File: src/rtl/pipe_pkg.sv
// Shared types for the EX/MEM pipeline stage: control bundle, default widths
// and the occupancy state encoding.
package pipe_pkg;

    localparam int DATA_W_DEF = 16;
    localparam int RD_W_DEF   = 4;
    localparam int CTRL_W_DEF = 7;

    typedef struct packed {
        logic reg_write;
        logic mem_write;
        logic mem_read;
        logic call;
        logic mem_to_reg;
        logic ret_future;
        logic halt;
    } pipe_ctrl_t;

    typedef enum logic [1:0] {
        EMPTY = 2'd0,
        ONE   = 2'd1,
        FULL  = 2'd2
    } pipe_state_e;

endpackage

File: src/rtl/pipe_slot.sv
// One pipeline entry: valid bit, control bundle and payload. The control
// output is gated by valid so an empty slot can never request a write.
module pipe_slot
    import pipe_pkg::*;
#(
    parameter int DATA_W = DATA_W_DEF,
    parameter int RD_W   = RD_W_DEF
) (
    input  logic              clk,
    input  logic              rst,
    input  logic              clr,
    input  logic              load,
    input  pipe_ctrl_t        d_ctrl,
    input  logic [RD_W-1:0]   d_rd,
    input  logic [DATA_W-1:0] d_alu,
    input  logic [DATA_W-1:0] d_sdata,
    output logic              q_valid,
    output pipe_ctrl_t        q_ctrl,
    output logic [RD_W-1:0]   q_rd,
    output logic [DATA_W-1:0] q_alu,
    output logic [DATA_W-1:0] q_sdata
);

    logic              valid_r;
    pipe_ctrl_t        ctrl_r;
    logic [RD_W-1:0]   rd_r;
    logic [DATA_W-1:0] alu_r;
    logic [DATA_W-1:0] sdata_r;

    // Valid and control: clear wins over load so flush always produces a bubble.
    always_ff @(posedge clk) begin
        if (rst) begin
            valid_r <= 1'b0;
            ctrl_r  <= '0;
        end else if (clr) begin
            valid_r <= 1'b0;
            ctrl_r  <= '0;
        end else if (load) begin
            valid_r <= 1'b1;
            ctrl_r  <= d_ctrl;
        end else begin
            valid_r <= valid_r;
            ctrl_r  <= ctrl_r;
        end
    end

    // Payload is only reset, never cleared by flush; bubbles keep stale data.
    always_ff @(posedge clk) begin
        if (rst) begin
            rd_r    <= '0;
            alu_r   <= '0;
            sdata_r <= '0;
        end else if (load && !clr) begin
            rd_r    <= d_rd;
            alu_r   <= d_alu;
            sdata_r <= d_sdata;
        end else begin
            rd_r    <= rd_r;
            alu_r   <= alu_r;
            sdata_r <= sdata_r;
        end
    end

    assign q_valid = valid_r;
    assign q_ctrl  = valid_r ? ctrl_r : '0;
    assign q_rd    = rd_r;
    assign q_alu   = alu_r;
    assign q_sdata = sdata_r;

endmodule

File: src/rtl/exmem_pipe_stage.sv
// EX/MEM stage with a main slot and a skid slot behind a registered in_ready.
// Optional PIPE_PERF_EN adds saturating stall_cnt / bubble_cnt outputs.
module exmem_pipe_stage
    import pipe_pkg::*;
#(
    parameter int DATA_W = DATA_W_DEF,
    parameter int RD_W   = RD_W_DEF,
    parameter int CTRL_W = CTRL_W_DEF
) (
    input  logic              clk,
    input  logic              rst,
    input  logic              flush,
    input  logic              in_valid,
    output logic              in_ready,
    input  logic [CTRL_W-1:0] in_ctrl,
    input  logic [RD_W-1:0]   in_rd,
    input  logic [DATA_W-1:0] in_alu,
    input  logic [DATA_W-1:0] in_sdata,
    output logic              out_valid,
    input  logic              out_ready,
    output logic [CTRL_W-1:0] out_ctrl,
    output logic [RD_W-1:0]   out_rd,
    output logic [DATA_W-1:0] out_alu,
    output logic [DATA_W-1:0] out_sdata
`ifdef PIPE_PERF_EN
    ,
    output logic [15:0]       stall_cnt,
    output logic [15:0]       bubble_cnt
`endif
);

    pipe_state_e       state_r, next_state_s;
    logic              in_ready_r;
    logic              xfer_in_s, xfer_out_s;
    logic              main_load_s, main_clr_s, main_from_skid_s;
    logic              skid_load_s, skid_clr_s;

    pipe_ctrl_t        in_ctrl_s;
    pipe_ctrl_t        main_d_ctrl_s, main_ctrl_s, skid_ctrl_s;
    logic [RD_W-1:0]   main_d_rd_s, skid_rd_s;
    logic [DATA_W-1:0] main_d_alu_s, main_d_sdata_s, skid_alu_s, skid_sdata_s;
    logic              main_valid_s, skid_valid_s;

    assign in_ctrl_s  = in_ctrl;
    assign xfer_in_s  = in_valid & in_ready_r;
    assign xfer_out_s = main_valid_s & out_ready;

    // State register and registered in_ready derived from the next state.
    always_ff @(posedge clk) begin
        if (rst) begin
            state_r    <= EMPTY;
            in_ready_r <= 1'b1;
        end else begin
            state_r    <= next_state_s;
            in_ready_r <= (next_state_s != FULL);
        end
    end

    // Next-state logic; flush overrides every transfer.
    always_comb begin
        next_state_s = state_r;
        if (flush) begin
            next_state_s = EMPTY;
        end else begin
            case (state_r)
                EMPTY:   next_state_s = xfer_in_s ? ONE : EMPTY;
                ONE: begin
                    if (xfer_in_s && !xfer_out_s) begin
                        next_state_s = FULL;
                    end else if (!xfer_in_s && xfer_out_s) begin
                        next_state_s = EMPTY;
                    end else begin
                        next_state_s = ONE;
                    end
                end
                FULL:    next_state_s = out_ready ? ONE : FULL;
                default: next_state_s = EMPTY;
            endcase
        end
    end

    // Slot control decoded from the current state and handshakes.
    always_comb begin
        main_load_s      = 1'b0;
        main_clr_s       = 1'b0;
        main_from_skid_s = 1'b0;
        skid_load_s      = 1'b0;
        skid_clr_s       = 1'b0;
        if (flush) begin
            main_clr_s = 1'b1;
            skid_clr_s = 1'b1;
        end else begin
            case (state_r)
                EMPTY: main_load_s = xfer_in_s;
                ONE: begin
                    if (xfer_in_s && xfer_out_s) begin
                        main_load_s = 1'b1;
                    end else if (xfer_in_s) begin
                        skid_load_s = 1'b1;
                    end else if (xfer_out_s) begin
                        main_clr_s = 1'b1;
                    end else begin
                        main_load_s = 1'b0;
                    end
                end
                FULL: begin
                    if (out_ready) begin
                        main_load_s      = 1'b1;
                        main_from_skid_s = 1'b1;
                        skid_clr_s       = 1'b1;
                    end else begin
                        main_load_s = 1'b0;
                    end
                end
                default: begin
                    main_clr_s = 1'b1;
                    skid_clr_s = 1'b1;
                end
            endcase
        end
    end

    assign main_d_ctrl_s  = main_from_skid_s ? skid_ctrl_s  : in_ctrl_s;
    assign main_d_rd_s    = main_from_skid_s ? skid_rd_s    : in_rd;
    assign main_d_alu_s   = main_from_skid_s ? skid_alu_s   : in_alu;
    assign main_d_sdata_s = main_from_skid_s ? skid_sdata_s : in_sdata;

    pipe_slot #(.DATA_W(DATA_W), .RD_W(RD_W)) u_main (
        .clk     (clk),
        .rst     (rst),
        .clr     (main_clr_s),
        .load    (main_load_s),
        .d_ctrl  (main_d_ctrl_s),
        .d_rd    (main_d_rd_s),
        .d_alu   (main_d_alu_s),
        .d_sdata (main_d_sdata_s),
        .q_valid (main_valid_s),
        .q_ctrl  (main_ctrl_s),
        .q_rd    (out_rd),
        .q_alu   (out_alu),
        .q_sdata (out_sdata)
    );

    pipe_slot #(.DATA_W(DATA_W), .RD_W(RD_W)) u_skid (
        .clk     (clk),
        .rst     (rst),
        .clr     (skid_clr_s),
        .load    (skid_load_s),
        .d_ctrl  (in_ctrl_s),
        .d_rd    (in_rd),
        .d_alu   (in_alu),
        .d_sdata (in_sdata),
        .q_valid (skid_valid_s),
        .q_ctrl  (skid_ctrl_s),
        .q_rd    (skid_rd_s),
        .q_alu   (skid_alu_s),
        .q_sdata (skid_sdata_s)
    );

    assign in_ready  = in_ready_r;
    assign out_valid = main_valid_s;
    assign out_ctrl  = main_ctrl_s;

`ifdef PIPE_PERF_EN
    logic [15:0] stall_cnt_r, bubble_cnt_r;

    // Saturating performance counters.
    always_ff @(posedge clk) begin
        if (rst) begin
            stall_cnt_r  <= 16'h0000;
            bubble_cnt_r <= 16'h0000;
        end else begin
            if (main_valid_s && !out_ready && (stall_cnt_r != 16'hFFFF)) begin
                stall_cnt_r <= stall_cnt_r + 16'h0001;
            end else begin
                stall_cnt_r <= stall_cnt_r;
            end
            if (!main_valid_s && (bubble_cnt_r != 16'hFFFF)) begin
                bubble_cnt_r <= bubble_cnt_r + 16'h0001;
            end else begin
                bubble_cnt_r <= bubble_cnt_r;
            end
        end
    end

    assign stall_cnt  = stall_cnt_r;
    assign bubble_cnt = bubble_cnt_r;
`endif

endmodule

File: config.mk
export PLATFORM = sky130hd
export DESIGN_NAME = exmem_pipe_stage
export DESIGN_NICKNAME = d
export VERILOG_FILES = /design/src/rtl/pipe_pkg.sv /design/src/rtl/pipe_slot.sv /design/src/rtl/exmem_pipe_stage.sv
export SDC_FILE = /design/constraint.sdc
export NUM_CORES = 1
export LEC_CHECK = 0
export CORE_UTILIZATION = 51
export DETAILED_ROUTE_END_ITERATION = 16
export PLACE_DENSITY = 0.8
export SLEW_MARGIN = 0
export SYNTH_ARGS = -nofsm -noshare
export SYNTH_HDL_FRONTEND = slang
export SYNTH_SLANG_ARGS = --single-unit
File: constraint.sdc
create_clock -name clk -period 2.2 [get_ports clk]
set_clock_uncertainty 0.15 [all_clocks]
set_input_delay 0.44 -clock clk [delete_from_list [all_inputs] [get_ports clk]]
set_output_delay 0.44 -clock clk [all_outputs]
set_load 0.005 [all_outputs]
* Word-level counts from Yosys, hierarchy flattened *
Index checks and enable logic that the tools add are counted.

cells by class
  eq/ne operators = 3
  mux-type cells = 29
  bitwise gates (word level) = 2
  reduce and logical (&&, ||, !) cells = 14

operator list
  operator              number
  $mux W16              2
  $mux W7               3
  $mux W1               16
  $reduce_or A2 Y1      4
  $mux W2               3
  $pmux W2 S3           1
  $logic_and A1 B1 Y1   5
  $logic_not A1 Y1      4
  $mux W4               1
  $pmux W1 S2           2
  $pmux W1 S3           1
  $and A1 B1 Y1         2
  $eq A2 B1 Y1 const B  1
  $eq A2 B2 Y1 const B  1
  $logic_not A2 Y1      1
  $ne A2 B2 Y1 const B  1

word-level totals
  register bits = 91
  output and inout port bits = 45
  word-level logic and storage cells = 72

* Longest topological paths before layout *
Gate-level depths: netlist (run 1).

  word-level depth = 8
  depth in mapped cells = 8

* Modules after synthesis *
Synthesis (run 1) repeated with hierarchy kept, for this count alone.

unflattened totals
  cells, all modules = 470
  area, all modules = 4999.8 µm²

modules (own cells, without submodules)
  module            times used  cells each  area an instance (µm²)
  pipe_slot         2           199         2117.0
  exmem_pipe_stage  1           72          765.7

* Least setup slack after synthesis (run 1) *
Ideal clock, no wire load.

  path kind = input to register
  start = input port flush
  end = register u_main.alu_r[0], in the netlist u_main.q_alu[0]
  arrival = 1.722 ns
  setup slack = 0.207 ns
  stages = 7
  buffers on the path = 3
  path through = clkbuf_1 nor4bb_1 clkbuf_1 buf_4 mux2i_1 nor2_1 mux2_4

between the ends
  cells in the longest elaborated chain, start to end = 3
  elaborated cells on any way between the ends = 6
  those cells by class = mux (4); reduce/logical (2)

ends and longest elaborated chain
  what                    line                    text
  start: declaration      exmem_pipe_stage.sv:12  input logic flush,
  $mux W1                 exmem_pipe_stage.sv:89  if (flush) begin
  $logic_not A1 Y1        pipe_slot.sv:53         end else if (load && !clr) begin
  $logic_and A1 B1 Y1     pipe_slot.sv:53
  end signal: assignment  pipe_slot.sv:55         alu_r <= d_alu;
  end signal: assignment  pipe_slot.sv:59         alu_r <= alu_r;
  end: declaration        pipe_slot.sv:27         logic [DATA_W-1:0] alu_r;

Parallel ways exist; a longest one is shown, timed or not.
A chain may end at the register's enable or synchronous reset.

* Worst setup path after layout (run 1) *
  start = register u_main.valid_r, in the netlist u_main.q_valid
  end = output port out_ctrl[4]

between the ends
  cells in the longest elaborated chain, start to end = 1

ends and longest elaborated chain
  what                      line                    text
  start: declaration        pipe_slot.sv:24         logic valid_r;
  start signal: assignment  pipe_slot.sv:42         valid_r <= valid_r;
  $mux W7                   pipe_slot.sv:65         assign q_ctrl = valid_r ? ctrl_r : '0;
  end: declaration          exmem_pipe_stage.sv:21  output logic [CTRL_W-1:0] out_ctrl,

No other way between the ends.

==> results of run 1 <==
[logic make-up (layout without fill, tap and decap cells)]
logic type	Yosys count	after routing
flops	91	91
buf+inv	35	128
fa+ha+maj	1	1
compound gates	59	59
simple gates	203	203
mux	79	79
[metrics by stage]
step                      area (um2)  setup WS [ns]  total power, mW
after floorplan                 4260          0.207             1.99
after global placement          5340         -0.238             2.20
after detailed placement        5340         -0.324             2.21
after CTS                       5560         0.0488             3.42
after global routing            5570         0.0213             3.53
final                           5570         0.0808             3.40
[worst min-delay path by stage]
stage / endpoint
floorplan: u_skid.ctrl_r[0]
global placement: u_skid.ctrl_r[0]
detailed placement: u_skid.ctrl_r[4]
CTS: u_skid.ctrl_r[4]
global route: u_skid.ctrl_r[6]
finish: u_skid.ctrl_r[4]
[layout make-up]
class | count | share of cell area [%]
clock buffers | 10 | 2.47
clock inverters | 5 | 1.39
inverters | 1 | 0.0674
flip-flops and latches | 91 | 32.7
multi-input cells | 342 | 40.4
repair buffers | 112 | 20.7
well taps | 102 | 2.29
[power by group through the flow]
stage	Sequential [mW]	Combinational, mW	Clock (mW)
2_1_floorplan	1.76	0.230	0
3_3_place_gp	1.76	0.442	0
3_5_place_dp	1.76	0.452	0
4_1_cts	1.72	0.456	1.24
5_1_grt	1.73	0.487	1.31
6_report	1.72	0.452	1.23
[repair_timing]
| action | 4_1_cts | 5_1_grt |
|---|---|---|
| hold buffers | 0 | 0 |
| gates resized for setup | 0 | 1 |
| endpoints found under the setup margin | 0 | 11 |
[sequential cells by signal (all words and copies together) (netlist names), 2 cells and up]
register	cells
u_main.q_sdata	16
u_main.q_alu	16
u_skid.q_alu	16
u_skid.q_sdata	16
state_r	2
u_skid.ctrl_r	7
u_main.q_rd	4
u_main.ctrl_r	7
u_skid.q_rd	4
[worst max-delay path: cells and delay by family (launching register included)]
family	cells	cell delay, ns
and+or+nand+nor	1	0.16
DFF	1	0.36
buffers and inverters	2	0.65
[cells in the mapped netlist]
cell      instances
ha_1              1
a21o_1            1
and3_1            7
mux2i_1          43
o21a_1            1
nor2b_1          45
mux2_2            3
or3_1             1
nor4bb_1          1
nand3b_1          2
buf_2             8
nand2_2           1
nor3b_1           1
a41oi_1           1
buf_6             1
and2_2            7
dfxtp_1          91
and3b_1           1
a211o_1           1
buf_8             4
o31a_1            1
mux2_4           33
nor3_1            1
nor2_1           39
buf_4             3
inv_1             1
buf_1             7
nand2b_1          1
clkbuf_1         11
o21ai_0           8
a21oi_1          46
nand2_1          96
[cell usage in the layout (no fill, tap or decap)]
cell type | Yosys | routed
a211o_1 | 1 | 1
a21o_2 | 0 | 1
a21oi_1 | 46 | 46
a41oi_1 | 1 | 1
and2_2 | 7 | 7
and3_1 | 7 | 7
and3b_2 | 0 | 1
buf_12 | 0 | 5
buf_4 | 3 | 14
buf_6 | 1 | 1
bufinv_16 | 0 | 2
clkbuf_16 | 0 | 1
clkbuf_8 | 0 | 10
clkdlybuf4s50_1 | 0 | 91
clkinv_2 | 0 | 2
clkinvlp_4 | 0 | 1
dfxtp_1 | 91 | 91
ha_1 | 1 | 1
inv_1 | 1 | 1
mux2_2 | 3 | 3
mux2_4 | 33 | 33
mux2i_1 | 43 | 43
nand2_1 | 96 | 96
nand2_2 | 1 | 1
nand2b_1 | 1 | 1
nand3b_1 | 2 | 2
nor2_1 | 39 | 39
nor2b_1 | 45 | 45
nor3_1 | 1 | 1
nor3b_1 | 1 | 1
nor4bb_4 | 0 | 1
o21a_1 | 1 | 1
o21ai_0 | 8 | 8
o31a_1 | 1 | 1
or3_1 | 1 | 1
[routing by layer]
metal / global-route usage [%] / up-vias
met3: 5.45 / 20
met1: 25.2 / 1631
met5: 0 / -
met2: 38.4 / 76
met4: 8.72 / 0
li1: - / 1722
==> flow_metrics.env, run 1 <==
export IMPL_ir_worst_vdd_uv=450
export IMPL_track_usage_pct=21.8
export IMPL_power_frac_comb_pct=13.3
export IMPL_hold_path_class="reg -> reg"
export IMPL_grt_overflow=0
export IMPL_die_x_um=93.4
export IMPL_nets=606
export IMPL_finalCritPeriodShare_pct=96.3
export IMPL_synth_top_family_by_area="multiplexers"
export IMPL_slew_violations=0
export IMPL_cts_setup_buffers=0
export IMPL_setup_viol=0
export IMPL_antenna_found_initial=0
export IMPL_dr_first_iter_drc_count=115
export IMPL_wl_met3_um=398
export IMPL_start_util_pct=54.0
export IMPL_synth_area_leader_cell="dfxtp_1"
export IMPL_cp_slowest_stage_delay_ns=0.49
export IMPL_p_switching_mw=0.769
export IMPL_detail_route_first_pass_iterations=4
export IMPL_grt_pass1_vias=3244
export IMPL_register_area_um2=1820
export IMPL_wl_met2_mm=4.71
export IMPL_synthTopCellsByArea="dfxtp_1 (43%), mux2_4 (12%), mux2i_1 (10%), nand2_1 (8.5%), nor2b_1 (6.6%)"
export IMPL_reg2reg_slack_ns=0.19
export IMPL_area_growth_pct=30.8
export IMPL_grt_pass1_wl_mm=14.7
export IMPL_synth_top_area_share_pct=42.8
export IMPL_utilization_pct=70.6
export IMPL_p_seq_share_pct=50.7
export IMPL_power_density_nw_per_um2=611
export IMPL_synth_fa_ha_area_share_pct=0.294
export IMPL_drcViolationCount=0
export IMPL_place_hpwl_mm=6.24
export IMPL_min_from="u_skid.ctrl_r[4]"
export IMPL_fin_cells=663
export IMPL_crit_type="reg -> out"
export IMPL_grt_max_degree=80
export IMPL_totalWireLength_mm=9.33
export IMPL_cts_buffers=9
export IMPL_highest_layer="met4"
export IMPL_nFillCells=638
export IMPL_synth_distinct_cells=32
export IMPL_cp_max_fo=10
export IMPL_wire_per_inst_um=14.1
export IMPL_synth_cells=468
export IMPL_endpoint="out_ctrl[4]"
export IMPL_syn_avg_cell_area_um2=9.10
export IMPL_die_h_um=93.4
export IMPL_status="completed"
export IMPL_die_area_um2=8720
export IMPL_drive_gt1_share_pct=14.8
export IMPL_critPathLaunch="u_main.q_valid"
export IMPL_rr_startpoint="state_r[1]"
export IMPL_cp_arrival_ns=1.53
export IMPL_crit_path_cell_trace="buf_4, and2_2, clkdlybuf4s50_1"
export IMPL_synth_compound_area_share_pct=7.31
export IMPL_p_clk_share_pct=36.0
export IMPL_min_period_ns=2.12
export IMPL_core_um2=7890
export IMPL_dr_total_vias=3449
export IMPL_whs_ns=0.304
export IMPL_intPower_mw=2.63
export IMPL_r2r_end="u_main.q_sdata[6]"
export IMPL_synth_nets=517
export IMPL_relSlewSlack_pct=77.4
export IMPL_multi_input_area_um2=2250
export IMPL_yosys_area_share_simple_pct=22.3
export IMPL_rsz0062_at_grt="false"
export IMPL_max_freq_mhz=472
export IMPL_detail_route_antenna_nets=0
export IMPL_h_tree_depth=3
export IMPL_cp_end_kind="output pin"
export IMPL_whs_path_depth=2
export IMPL_io_buffers=92
export IMPL_tightestPinTransition_ns=0.339
export IMPL_synth_xor_area_share_pct=0
export IMPL_clock_sinks=91
export IMPL_row_count=32
export IMPL_finalHoldViolCount=0
export IMPL_cp_start_kind="flop"
export IMPL_globalplace_congestion=0.802
export IMPL_cts_root_buf="clkbuf_8"
export IMPL_cp_required_ns=1.61
export IMPL_timing_setup_tns_ns=0
export IMPL_dp_cells=647
export IMPL_reg2reg_depth=5
export IMPL_path_clk_slew_ns=0.09
export IMPL_cts_tree="built"
export IMPL_leakagePower_nw=2.14
export IMPL_diodes=0
export IMPL_clk_path_buf_depth=2
export IMPL_yosysWarnings=0
export IMPL_clk_latency_ns=0.35
export IMPL_synth_mux_area_share_pct=22.5
export IMPL_io_pins=93
export IMPL_p_sw_share_pct=22.6
export IMPL_syn_area_um2=4260
export IMPL_via_per_inst=5.20
export IMPL_ys_ff_latch=91
export IMPL_cap_violations=0
export IMPL_met1_length_mm=4.03
export IMPL_cpMaxStageDelayCell="clkdlybuf4s50_1"
export IMPL_synth_seq_area_share_pct=42.8
Note: power is estimated with default switching activity, not from simulation.
==> run 2, diff against run 1 <==
--- a/config.mk
+++ b/config.mk
@@ -8,7 +8,7 @@
 export CORE_UTILIZATION = 51
 export DETAILED_ROUTE_END_ITERATION = 16
 export PLACE_DENSITY = 0.8
-export SLEW_MARGIN = 0
+export SLEW_MARGIN = 10
 export SYNTH_ARGS = -nofsm -noshare
 export SYNTH_HDL_FRONTEND = slang
 export SYNTH_SLANG_ARGS = --single-unit
==> results of run 2 <==
No change in the layout: final DEF, timing and power equal those of run 1.
